===== src/rtl/decode_stage_if.sv =====
// Shared decode types plus the fetch-in / decoded-out bus of decode_stage.
// The stage takes the slave view, the fetch producer and decode consumer take the master view.
package decode_stage_pkg;
    localparam int unsigned DEC_XLEN = 32;

    typedef enum logic [2:0] {
        IMM_I = 3'd0,
        IMM_S = 3'd1,
        IMM_B = 3'd2,
        IMM_U = 3'd3,
        IMM_J = 3'd4
    } imm_t;

    typedef struct packed {
        logic [DEC_XLEN-1:0] pc;
        logic [DEC_XLEN-1:0] instr;
        logic [4:0]          rd;
        logic [4:0]          rs1;
        logic [4:0]          rs2;
        logic [2:0]          funct3;
        logic [6:0]          funct7;
        imm_t                imm_type;
        logic [DEC_XLEN-1:0] imm;
        logic                rd_we;
        logic                illegal;
    } dec_entry_t;
endpackage

interface decode_stage_if;
    import decode_stage_pkg::*;

    logic                in_valid;
    logic                in_ready;
    logic [DEC_XLEN-1:0] pc;
    logic [DEC_XLEN-1:0] instr;

    logic                out_valid;
    logic                out_ready;
    logic [DEC_XLEN-1:0] out_pc;
    logic [DEC_XLEN-1:0] out_instr;
    logic [4:0]          addr_rd;
    logic [4:0]          addr_rs1;
    logic [4:0]          addr_rs2;
    logic [2:0]          funct3;
    logic [6:0]          funct7;
    imm_t                imm_type;
    logic [DEC_XLEN-1:0] imm;
    logic                rd_we;
    logic                illegal;

    modport slave (
        input  in_valid, pc, instr, out_ready,
        output in_ready, out_valid, out_pc, out_instr, addr_rd, addr_rs1, addr_rs2,
               funct3, funct7, imm_type, imm, rd_we, illegal
    );

    modport master (
        output in_valid, pc, instr, out_ready,
        input  in_ready, out_valid, out_pc, out_instr, addr_rd, addr_rs1, addr_rs2,
               funct3, funct7, imm_type, imm, rd_we, illegal
    );
endinterface


===== src/rtl/decode_stage.sv =====
// RV32I decode stage with a DEPTH-entry decoded-result queue and flush.
// Define DECODE_MULDIV_EN to accept the M-extension Op encodings (funct7=0000001).
module decode_stage
    import decode_stage_pkg::*;
#(
    parameter int unsigned XLEN  = 32,
    parameter int unsigned DEPTH = 2
) (
    input  logic           clk_i,
    input  logic           rst_i,
    input  logic           flush_i,
    decode_stage_if.slave  bus
);
    localparam int unsigned PTR_W = (DEPTH > 1) ? $clog2(DEPTH) : 1;
    localparam int unsigned CNT_W = $clog2(DEPTH + 1);

    localparam logic [6:0] OPC_LUI     = 7'b0110111;
    localparam logic [6:0] OPC_AUIPC   = 7'b0010111;
    localparam logic [6:0] OPC_JAL     = 7'b1101111;
    localparam logic [6:0] OPC_JALR    = 7'b1100111;
    localparam logic [6:0] OPC_BRANCH  = 7'b1100011;
    localparam logic [6:0] OPC_LOAD    = 7'b0000011;
    localparam logic [6:0] OPC_STORE   = 7'b0100011;
    localparam logic [6:0] OPC_OPIMM   = 7'b0010011;
    localparam logic [6:0] OPC_OP      = 7'b0110011;
    localparam logic [6:0] OPC_MISCMEM = 7'b0001111;
    localparam logic [6:0] OPC_SYSTEM  = 7'b1110011;

    if (XLEN != 32) begin : g_xlen_chk
        $error("decode_stage: XLEN must be 32");
    end
    if (DEPTH < 1 || DEPTH > 4) begin : g_depth_chk
        $error("decode_stage: DEPTH must be 1..4");
    end

    function automatic dec_entry_t decode(input logic [31:0] pc, input logic [31:0] instr);
        dec_entry_t e;
        logic       ok;
        logic       we;
        e          = '0;
        e.pc       = pc;
        e.instr    = instr;
        e.rd       = instr[11:7];
        e.rs1      = instr[19:15];
        e.rs2      = instr[24:20];
        e.funct3   = instr[14:12];
        e.funct7   = instr[31:25];
        e.imm_type = IMM_I;
        ok         = 1'b1;
        we         = 1'b0;
        case (instr[6:0])
            OPC_LUI, OPC_AUIPC: begin e.imm_type = IMM_U; we = 1'b1; end
            OPC_JAL:            begin e.imm_type = IMM_J; we = 1'b1; end
            OPC_JALR:           begin we = 1'b1; ok = (e.funct3 == 3'b000); end
            OPC_BRANCH:         begin e.imm_type = IMM_B; ok = !(e.funct3 inside {3'b010, 3'b011}); end
            OPC_LOAD:           begin we = 1'b1; ok = !(e.funct3 inside {3'b011, 3'b110, 3'b111}); end
            OPC_STORE:          begin e.imm_type = IMM_S; ok = (e.funct3 <= 3'b010); end
            OPC_OPIMM: begin
                we = 1'b1;
                if (e.funct3 == 3'b001)      ok = (e.funct7 == 7'b0000000);
                else if (e.funct3 == 3'b101) ok = (e.funct7 == 7'b0000000) || (e.funct7 == 7'b0100000);
            end
            OPC_OP: begin
                we = 1'b1;
                case (e.funct7)
                    7'b0000000: ok = 1'b1;
                    7'b0100000: ok = (e.funct3 == 3'b000) || (e.funct3 == 3'b101);
`ifdef DECODE_MULDIV_EN
                    7'b0000001: ok = 1'b1;
`endif
                    default:    ok = 1'b0;
                endcase
            end
            OPC_MISCMEM, OPC_SYSTEM: ok = 1'b1;
            default:                 ok = 1'b0;
        endcase
        if (instr[1:0] != 2'b11) ok = 1'b0;
        case (e.imm_type)
            IMM_S:   e.imm = {{20{instr[31]}}, instr[31:25], instr[11:7]};
            IMM_B:   e.imm = {{19{instr[31]}}, instr[31], instr[7], instr[30:25], instr[11:8], 1'b0};
            IMM_U:   e.imm = {instr[31:12], 12'b0};
            IMM_J:   e.imm = {{11{instr[31]}}, instr[31], instr[19:12], instr[20], instr[30:21], 1'b0};
            default: e.imm = {{20{instr[31]}}, instr[31:20]};
        endcase
        e.illegal = !ok;
        e.rd_we   = we && ok && (e.rd != 5'd0);
        return e;
    endfunction

    function automatic logic [PTR_W-1:0] ptr_inc(input logic [PTR_W-1:0] p);
        return (p == PTR_W'(DEPTH - 1)) ? '0 : p + PTR_W'(1);
    endfunction

    dec_entry_t        mem_q [DEPTH];
    logic [PTR_W-1:0]  head_q, head_d;
    logic [PTR_W-1:0]  tail_q, tail_d;
    logic [CNT_W-1:0]  count_q, count_d;
    dec_entry_t        in_dec;
    dec_entry_t        head;
    logic              out_valid;
    logic              in_ready;
    logic              push;
    logic              pop;
    logic              wr_en;

    assign in_dec    = decode(bus.pc, bus.instr);
    assign out_valid = (count_q != '0);
    assign in_ready  = !rst_i && ((count_q < CNT_W'(DEPTH)) || (bus.out_ready && out_valid));
    assign push      = bus.in_valid && in_ready;
    assign pop       = out_valid && bus.out_ready;

    // Flush wins over push/pop; a word accepted in the flush cycle is dropped.
    always_comb begin
        head_d  = head_q;
        tail_d  = tail_q;
        count_d = count_q;
        wr_en   = 1'b0;
        if (flush_i) begin
            head_d  = '0;
            tail_d  = '0;
            count_d = '0;
        end else begin
            if (pop)  head_d = ptr_inc(head_q);
            if (push) begin
                tail_d = ptr_inc(tail_q);
                wr_en  = 1'b1;
            end
            if (push && !pop)      count_d = count_q + CNT_W'(1);
            else if (pop && !push) count_d = count_q - CNT_W'(1);
        end
    end

    always_ff @(posedge clk_i) begin
        if (rst_i) begin
            head_q  <= '0;
            tail_q  <= '0;
            count_q <= '0;
            for (int i = 0; i < DEPTH; i++) mem_q[i] <= '0;
        end else begin
            head_q  <= head_d;
            tail_q  <= tail_d;
            count_q <= count_d;
            if (wr_en) mem_q[tail_q] <= in_dec;
        end
    end

    assign head          = mem_q[head_q];
    assign bus.in_ready  = in_ready;
    assign bus.out_valid = out_valid;
    assign bus.out_pc    = head.pc;
    assign bus.out_instr = head.instr;
    assign bus.addr_rd   = head.rd;
    assign bus.addr_rs1  = head.rs1;
    assign bus.addr_rs2  = head.rs2;
    assign bus.funct3    = head.funct3;
    assign bus.funct7    = head.funct7;
    assign bus.imm_type  = head.imm_type;
    assign bus.imm       = head.imm;
    assign bus.rd_we     = head.rd_we;
    assign bus.illegal   = head.illegal;
endmodule


===== src/flat_wrapper.sv =====
// flat-port wrapper written by rule: the top's interface ports become plain ports
module decode_stage_flat import decode_stage_pkg::*;
#(
    parameter int unsigned XLEN  = 32,
    parameter int unsigned DEPTH = 2
)
  (clk_i, rst_i, flush_i, bus_in_valid, bus_pc, bus_instr, bus_out_ready, bus_in_ready, bus_out_valid, bus_out_pc, bus_out_instr, bus_addr_rd, bus_addr_rs1, bus_addr_rs2, bus_funct3, bus_funct7, bus_imm_type, bus_imm, bus_rd_we, bus_illegal);
  decode_stage_if bus_i ();
  input  logic clk_i;
  input  logic rst_i;
  input  logic flush_i;
  input wire logic [$bits(bus_i.in_valid)-1:0] bus_in_valid;
  input wire logic [$bits(bus_i.pc)-1:0] bus_pc;
  input wire logic [$bits(bus_i.instr)-1:0] bus_instr;
  input wire logic [$bits(bus_i.out_ready)-1:0] bus_out_ready;
  output wire logic [$bits(bus_i.in_ready)-1:0] bus_in_ready;
  output wire logic [$bits(bus_i.out_valid)-1:0] bus_out_valid;
  output wire logic [$bits(bus_i.out_pc)-1:0] bus_out_pc;
  output wire logic [$bits(bus_i.out_instr)-1:0] bus_out_instr;
  output wire logic [$bits(bus_i.addr_rd)-1:0] bus_addr_rd;
  output wire logic [$bits(bus_i.addr_rs1)-1:0] bus_addr_rs1;
  output wire logic [$bits(bus_i.addr_rs2)-1:0] bus_addr_rs2;
  output wire logic [$bits(bus_i.funct3)-1:0] bus_funct3;
  output wire logic [$bits(bus_i.funct7)-1:0] bus_funct7;
  output wire logic [$bits(bus_i.imm_type)-1:0] bus_imm_type;
  output wire logic [$bits(bus_i.imm)-1:0] bus_imm;
  output wire logic [$bits(bus_i.rd_we)-1:0] bus_rd_we;
  output wire logic [$bits(bus_i.illegal)-1:0] bus_illegal;
  assign bus_i.in_valid = bus_in_valid;
  assign bus_i.pc = bus_pc;
  assign bus_i.instr = bus_instr;
  assign bus_i.out_ready = bus_out_ready;
  assign bus_in_ready = bus_i.in_ready;
  assign bus_out_valid = bus_i.out_valid;
  assign bus_out_pc = bus_i.out_pc;
  assign bus_out_instr = bus_i.out_instr;
  assign bus_addr_rd = bus_i.addr_rd;
  assign bus_addr_rs1 = bus_i.addr_rs1;
  assign bus_addr_rs2 = bus_i.addr_rs2;
  assign bus_funct3 = bus_i.funct3;
  assign bus_funct7 = bus_i.funct7;
  assign bus_imm_type = bus_i.imm_type;
  assign bus_imm = bus_i.imm;
  assign bus_rd_we = bus_i.rd_we;
  assign bus_illegal = bus_i.illegal;
  decode_stage #(.XLEN(XLEN), .DEPTH(DEPTH)) u_core (.clk_i(clk_i), .rst_i(rst_i), .flush_i(flush_i), .bus(bus_i));
endmodule

===== config.mk =====
export PLATFORM = sky130hd
export DESIGN_NAME = decode_stage_flat
export DESIGN_NICKNAME = d
export VERILOG_FILES = /design/src/rtl/decode_stage_if.sv /design/src/rtl/decode_stage.sv /design/src/flat_wrapper.sv
export SDC_FILE = /design/constraint.sdc
export NUM_CORES = 1
export LEC_CHECK = 0
export ABC_AREA = 1
export CAP_MARGIN = 20
export CORE_MARGIN = 5
export CORE_UTILIZATION = 46
export CTS_CLUSTER_DIAMETER = 50
export CTS_CLUSTER_SIZE = 24
export DETAILED_ROUTE_END_ITERATION = 7
export GPL_TIMING_DRIVEN = 1
export PLACE_DENSITY = 0.77
export SLEW_MARGIN = 40
export SYNTH_ARGS = -nofsm -noshare
export SYNTH_HDL_FRONTEND = slang
export SYNTH_SLANG_ARGS = --single-unit

===== constraint.sdc =====
create_clock -name clk_i -period 4 [get_ports clk_i]
set_input_delay 0.8 -clock clk_i [delete_from_list [all_inputs] [get_ports clk_i]]
set_output_delay 0.8 -clock clk_i [all_outputs]
set_load 0.01 [all_outputs]

# [After elaboration in Yosys (flattened, before gate mapping)]
# Memory sizes are Yosys's and may differ from the RTL's. A register that Yosys moved wholly into a read port is not among the register bits.
# Index checks and enable logic that the tools add are counted.
[word_totals] wordCells=85 ramBits=252 memories=1 input_bits=69 reg_bits=4 output_inout_bits=128
[op_classes] magnitude_cmp=2 n_mux=24 n_addsub=4 reduce_logical=28 eq_ne=23
[memory_table] memory="u_core.mem_q" depth=2 word_bits=126 read_ports=1 rd_ports_with_merged_regs=1 write_ports=2 line_no="decode_stage.sv:94" source="dec_entry_t mem_q [DEPTH];"
[op_table] op="126-bit 2-to-1 mux" n=1
[op_table] op="126-bit OR reduction" n=1
[op_table] op="31-bit one-hot mux with 4 select lines" n=1
[op_table] op="7-bit by 6-bit == test with 1-bit output (second input constant)" n=4
[op_table] op="7-bit == test (second input constant)" n=4
[op_table] op="1-bit 2-to-1 mux" n=17
[op_table] op="7-bit by 5-bit == test with 1-bit output (second input constant)" n=2
[op_table] op="3-bit by 2-bit == test with 1-bit output (second input constant)" n=4
[op_table] op="3-bit == test (second input constant)" n=4
[op_table] op="3-bit one-hot mux with 4 select lines" n=1
[op_table] op="7-bit by 2-bit == test with 1-bit output (second input constant)" n=1
[op_table] op="7-bit by 4-bit == test with 1-bit output (second input constant)" n=1
[op_table] op="1-bit logical AND" n=7
[op_table] op="7-bit logical NOT" n=1
[op_table] op="1-bit one-hot mux with 7 select lines" n=1
[op_table] op="7-bit OR reduction" n=1
[op_table] op="3-bit by 1-bit == test with 1-bit output (second input constant)" n=2
[op_table] op="1-bit logical NOT" n=6
[op_table] op="2-bit nonzero test" n=3
[op_table] op="5-bit nonzero test" n=1
[op_table] op="5-bit OR reduction" n=1
[op_table] op="2-bit 2-to-1 mux" n=2
[op_table] op="2-bit OR reduction" n=2
[op_table] op="3-bit by 2-bit <= comparator with 1-bit output (second input constant)" n=1
[op_table] op="other kinds (9)" n=12

# [Depth between registers and ports, before layout]
# Gate-level depths: netlist of the first run.
[logic_depth] ltp_word=12 ltp_mapped=11 ltp_nobuf=11

# [Worst setup path after synthesis of the first run]
# OpenSTA, ideal clock, no wires.
[synth_path] path_type="input -> register" startpoint="input port bus_out_ready" endpoint="memory u_core.mem_q[0][0] (netlist bit) (enable)" arrival_ns=3.711 path_stages=8 path_slack_ns=-0.174 path_buffers=2 required_time_ns=3.538 setup_time_ns=0.462 cell_sequence="nand2_4 a21oi_4 nand2_2 nor2_4 nand2_1 buf_6 buf_6 nand2_1"
[synth_lines] item="start, declared" line_no="flat_wrapper.sv:15" source="input wire logic [$bits(bus_i.out_ready)-1:0] bus_out_ready;"
[synth_lines] item="end, declared" line_no="decode_stage.sv:94"

==> run metrics, run 1 <==
leakage ~4.8 nW; RSZ-0062 raised after global routing false; outcome completed; worst clock skew between 0.007 and 0.008 ns; Die H approximately 150 microns; Final setup viols 0; Resized cells post-CTS 0; Critical Path Max Stage Delay ~0.6 ns; final worst path period need ~3.2 ns; post-route met1 wirelength 9.07 mm; crit share post-route 0.800; startpoint types register; routed length per instance around 18 microns; Hold Vio Cnt, Final 0; global-route wire length before repair approximately 34 mm; Core Rows 52; cts hold-fix bufs 0; largest net degree at the start of global routing roughly 100; Multi-input gate area ~0.0026 sq mm; H-tree Lvls 1; CTS tree done; worst vdd ir roughly 0.38 mV; drt pass-1 iters 5; Critical Path Fanout Max 25; Routed Antenna Nets 0; Post-Layout Inst Area 0.0121 sq mm; Slew Limit Fails 0; RD Place Congestion approximately 0.8; max cap viols 0; pwr dens around 420 mW/mm^2; vias in the first global route 6299; layout cells sized above 1 0.168; fmax around 310 MHz; vias per cell 5.05; cells along the critical path buf_4 > mux2_2 > clkdlybuf4s50_1; Hold Crit Class reg2reg; Rel. slew slack 0.634; WP data required roughly 3.2 ns; metal2 WL 11.0 mm; total core area roughly 0.020 sq mm; GRT Total Usage 0.179; WP data arrival between 2 and 2.5 ns; Critical-path top delay cell dfxtp_4; met3 WL between 1 and 1.5 mm; total CTS buffers 22; initial DRC count 377; Top Layer Used met4; Worst Setup Path Type reg2out; Reg area 0.00611 sq mm; CTS clk-pin slew, worst paths about 0.060 ns; initial antenna violation count 0; nets a little over 1000; # fillers around 1600; Vias 6174; Total Wirelength approximately 22 mm; Syn Area/Cell about 12 sq um; Synth cell types 28; I/O pin cnt 197; post-synth net total approximately 850; die width roughly 150 microns; Yosys reg bits about 200; DRC errors left 0; IO Port Bufs roughly 200; register area share after synthesis 0.652; Area growth syn-to-layout 29.4%; clk sink count roughly 210; worst-margin pin slew approximately 0.55 ns; die area roughly 0.023 sq mm; Post-CTS Setup Inserts 0; synthesis warning total 0; ant diodes 0; Clock Tree Root clkbuf_16; global route total overflow 0; Syn Inst Count ~780; deepest clock path buffer count 3; mapped cell area between 0.009 and 0.01 sq mm; Critical Path Sink Type output pin; initial core utilization 0.465; TNS Setup 0 ns; hpwl dp around 14 mm; Skew-Pair Late Insertion Delay 0.49 ns; placed cell area 0.0114 sq mm
-- power breakdown --
part,internal (W),leakage [nW],switching [W],total [W]
Sequential,0.00246,2.12,0.0000273,0.00249
Clock,0.00113,0.342,0.000838,0.00197
Combinational,0.000299,2.32,0.000285,0.000584
-- cells by family after synthesis --
| group | synth area share |
|---|---|
| AOI/OAI and AO/OA | 0.0447 |
| muxes | 0.120 |
| DFF | 0.652 |
| and+or+nand+nor | 0.104 |
| buffers and inverters | 0.0784 |
| adders and majority gates | 0.00133 |
-- layout by cell type (no fill, tap or decap), types with 2 or more instances in the layout --
cell type | Yosys | final
dfxtp_1 | 5 | 4
nand2_4 | 1 | 5
clkbuf_1 | 17 | 2
edfxtp_1 | 200 | 200
nor2_1 | 163 | 163
a21oi_1 | 57 | 56
clkbuf_16 | 0 | 23
inv_6 | 0 | 4
nand2_1 | 48 | 45
buf_4 | 26 | 4
nand3_1 | 8 | 8
buf_12 | 0 | 6
inv_1 | 79 | 79
inv_8 | 0 | 2
clkdlybuf4s50_1 | 0 | 196
mux2_2 | 100 | 100
a21oi_2 | 1 | 2
nand2_2 | 3 | 2
nor2_2 | 2 | 2
clkinv_2 | 0 | 2
nor3_1 | 15 | 15
o21ai_0 | 19 | 19
inv_2 | 2 | 2
-- critical path: cells and delay by family, from the launching register on --
kind	cells	cell delay (ns)
buffers and inverters	2	0.89
muxes	1	0.42
DFF	1	0.60
-- final cells by class --
class,count,area share
clock buffers,25,0.0481
clock inverters,11,0.00939
inverters,81,0.0251
multi-input cells,424,0.211
flip-flops and latches,205,0.504
well taps,270,0.0279
repair buffers,206,0.174
-- synth_stat cells, drive strengths merged --
master | instances | share of area
edfxtp | 200 | 0.64
nor2 | 166 | 0.068
mux2 | 100 | 0.12
inv | 81 | 0.032
a21oi | 59 | 0.033
nand2 | 52 | 0.022
buf | 48 | 0.038
o21ai | 19 | 0.010
clkbuf | 18 | 0.0076
nor3 | 15 | 0.0080
nand3 | 8 | 0.0043
dfxtp | 5 | 0.011
ha | 1 | 0.0013
nand4 | 1 | 0.00067
nor4 | 1 | 0.00067
o211ai | 1 | 0.00080
o22ai | 1 | 0.00067
-- final timing paths --
path | start | endpoint | slack [ns] | cells past startpoint
worst max-delay path | register | bus_out_instr[31] | 0.80 | 3
worst min-delay path | u_core.count_q[0] | u_core.count_q[0] | 0.45 | 1
worst max register to register | u_core.count_q[1] | u_core.mem_q[0][119] | 1.84 | 9
worst min register to register | u_core.count_q[0] | u_core.count_q[0] | 0.45 | 1
-- per-stage QoR --
stage	hold slack, ns	total power, W	instances	setup slack (ns)	utilization
2_1_floorplan	0.422	0.00282	776	0.810	-
3_3_place_gp	0.435	0.00312	1186	0.877	0.566
3_5_place_dp	0.443	0.00313	1186	0.782	0.567
4_1_cts	0.452	0.00509	1222	0.752	0.601
5_1_grt	0.489	0.00522	1222	0.701	0.601
6_report	0.453	0.00505	1222	0.801	0.601
-- registers in the layout, summed over array words and instances, names as in the netlist, named ones only --
register        cells
u_core.head_q       1
u_core.tail_q       1
u_core.mem_q      200
u_core.count_q      2
-- per-layer routing --
| layer | track usage | vias to the layer above |
|---|---|---|
| met2 | 0.314 | 214 |
| met4 | 0.0356 | 0 |
| met5 | 0 | - |
| li1 | - | 2953 |
| met1 | 0.235 | 2982 |
| met3 | 0.0329 | 25 |
(Power assumes the default switching activity.)
==> run 2, diff against run 1 <==
--- a/config.mk
+++ b/config.mk
@@ -8,12 +8,12 @@
 export ABC_AREA = 1
 export CAP_MARGIN = 20
 export CORE_MARGIN = 5
-export CORE_UTILIZATION = 46
+export CORE_UTILIZATION = 51
 export CTS_CLUSTER_DIAMETER = 50
 export CTS_CLUSTER_SIZE = 24
 export DETAILED_ROUTE_END_ITERATION = 7
 export GPL_TIMING_DRIVEN = 1
-export PLACE_DENSITY = 0.77
+export PLACE_DENSITY = 0.81
 export SLEW_MARGIN = 40
 export SYNTH_ARGS = -nofsm -noshare
 export SYNTH_HDL_FRONTEND = slang
==> constraint.sdc (replaced) <==
create_clock -name clk_i -period 3 [get_ports clk_i]
set_input_delay 0.6 -clock clk_i [delete_from_list [all_inputs] [get_ports clk_i]]
set_output_delay 0.6 -clock clk_i [all_outputs]
set_load 0.01 [all_outputs]
==> run metrics, run 2 (synthesis results as in run 1) <==
outcome completed (unchanged); final worst slack 0.313 ns (was 0.801 ns); Resized cells post-CTS 0 (unchanged); largest net degree at the start of global routing 101 (unchanged); Die H 146 microns (was 153 microns); Post-Layout Inst Area 0.0121 sq mm (about the same); Critical Path Sink Type output pin (unchanged); H-tree Lvls 1 (unchanged); global-route wire length before repair 34.0 mm (unchanged); Hold Crit Class reg2reg (unchanged); worst vdd ir 0.479 mV (was 0.378 mV); deepest clock path buffer count 3 (unchanged); global route total overflow 0 (unchanged); hpwl dp 14.1 mm (was 13.9 mm); clock network power share 0.388 (was 0.390); worst clock skew 0.0181 ns (was 0.00791 ns); Post-CTS Setup Inserts 0 (unchanged); max cap viols 0 (unchanged); placed cell area 0.0114 sq mm (about the same); fin util 0.673 (was 0.601); CTS clk-pin slew, worst paths 0.07 ns (was 0.06 ns); Comb power frac 0.117 (was 0.116); largest register by flop count u_core.mem_q (unchanged); most frequent cells in the layout 200 x edfxtp_1, 196 x clkdlybuf4s50_1, 163 x nor2_1, 100 x mux2_2, 79 x inv_1 (unchanged); Top Layer Used met4 (unchanged); Slew Limit Fails 0 (unchanged); WHS 0.447 ns (was 0.453 ns); metal2 WL 10.9 mm (was 11.0 mm); Clock Tree Root clkbuf_16 (unchanged); clk sink count 205 (unchanged); initial core utilization 0.520 (was 0.465); total CTS buffers 20 (was 22); pwr dens 553 mW/mm^2 (was 416 mW/mm^2); drt pass-1 iters 5 (unchanged); GRT Total Usage 0.197 (was 0.179); Critical Path Fanout Max 22 (was 25); part of the power in registers 0.494 (about the same); Rel. slew slack 0.651 (was 0.634); total core area 0.0180 sq mm (was 0.0202 sq mm); WP data arrival 2.09 ns (was 2.40 ns); WP data required 2.40 ns (was 3.20 ns); die area 0.0212 sq mm (was 0.0233 sq mm); Core Rows 49 (was 52); post-route met1 wirelength 8.56 mm (was 9.07 mm); fmax roughly 370 MHz; startpoint types register (unchanged); initial DRC count 494 (was 377); max reg flops 200 (unchanged); # fillers 1332 (was 1626); worst-margin pin slew 0.524 ns (was 0.548 ns); Area growth syn-to-layout 29.5% (was 29.4%); Hold Path Sink u_core.count_q[0] (unchanged); final worst path period need around 2.7 ns; Final setup viols 0 (unchanged); IO Port Bufs 196 (unchanged); r2r worst-path depth 9 (unchanged); crit share post-route 0.896; initial antenna violation count 0 (unchanged); Reg area 0.00611 sq mm (unchanged); Multi-input gate area 0.00256 sq mm (about the same); Skew-Pair Late Insertion Delay 0.50 ns (was 0.49 ns); Hold Vio Cnt, Final 0 (unchanged); nets 1013 (was 1010); Total Wirelength 21.5 mm (was 21.7 mm); commonest non-fill, non-tap cell in the layout edfxtp_1 (unchanged); Int Pwr 0.00509 W (was 0.00389 W); routed length per instance 18.1 microns (was 17.8 microns); vias in the first global route 6369 (was 6299); vias per cell 5.28 (was 5.05); ant diodes 0 (unchanged); switching share of total power 0.242 (was 0.228); worst r2r dst u_core.mem_q[0][111] (was u_core.mem_q[0][119]); die width 146 microns (was 153 microns); switching pwr 0.00162 W (was 0.00115 W); cts hold-fix bufs 0 (unchanged); Worst Setup Path Type reg2out (unchanged); I/O pin cnt 197 (unchanged); RSZ-0062 raised after global routing false (unchanged); met3 WL 1.59 mm (was 1.40 mm); Hold Path Depth 1 (unchanged); RD Place Congestion 0.817 (was 0.823); leakage 4.81 nW (was 4.79 nW); worst reg-to-reg setup slack 1.05 ns (was 1.84 ns); DRC errors left 0 (unchanged); worst r2r src u_core.count_q[1] (unchanged); Routed Antenna Nets 0 (unchanged); Vias 6263 (was 6174); TNS Setup 0 ns (unchanged); CTS tree done (unchanged); layout cells sized above 1 0.173 (was 0.168); pre-CTS setup slack 0.246 ns (was 0.782 ns); Hold Startpoint u_core.count_q[0] (unchanged); Top Registers u_core.mem_q: 200 flops, u_core.count_q: 2 flops (unchanged)
run 2: changes by cell type in the layout (fill, tap and decap cells not counted), sizes merged:
cell	change
buf	+5
clkinv	+1
inv	+3
clkbuf	-5
clkinvlp	+1
run 2: worst max path at each step:
stage / start / endpoint / slack, ns / cells after the start
floorplan: bus_out_ready / u_core.mem_q[0][0] / 0.01 / 8
global placement: bus_instr[0] / u_core.mem_q[0][27] / 0.30 / 10
detailed placement: bus_instr[3] / u_core.mem_q[1][25] / 0.25 / 10
CTS: register / bus_out_pc[0] / 0.28 / 3
global route: register / bus_out_pc[0] / 0.23 / 3
finish: register / bus_out_pc[20] / 0.31 / 3
run 2: power by group through the flow:
| stage | clock, W | sequential [W] | combinational (W) |
|---|---|---|---|
| after detailed placement | 0 | 0.00338 | 0.000790 |
| after global placement | 0 | 0.00337 | 0.000784 |
| final | 0.00261 | 0.00332 | 0.000785 |
| after CTS | 0.00266 | 0.00332 | 0.000796 |
| after floorplan | 0 | 0.00338 | 0.000380 |
| after global routing | 0.00278 | 0.00333 | 0.000841 |
run 2: routing by layer:
layer | vias to the layer above | track usage
met4 | 0 | 0.0518
li1 | 2973 | -
met2 | 243 | 0.337
met1 | 3018 | 0.261
met5 | - | 0
met3 | 29 | 0.0377
run 2: stage by stage:
stage                     std cells  power [W]
after floorplan                 776    0.00376
after global placement         1150    0.00415
after detailed placement       1150    0.00417
after CTS                      1186    0.00677
after global routing           1186    0.00695
final                          1186    0.00671
run 2: worst max-delay path: stages, from the launching register on:
cell and delay [ns]:
dfxtp_4 0.40, buf_4 0.32, mux2_2 0.39, clkdlybuf4s50_1 0.48
run 2: area by class of cell:
cell class,instances,share of cell area
sequential,205,0.504
multi-input combinational,424,0.211
timing repair buffer,211,0.179
clock buffer,20,0.0412
inverter,81,0.0251
tap,229,0.0236
clock inverter,16,0.0164
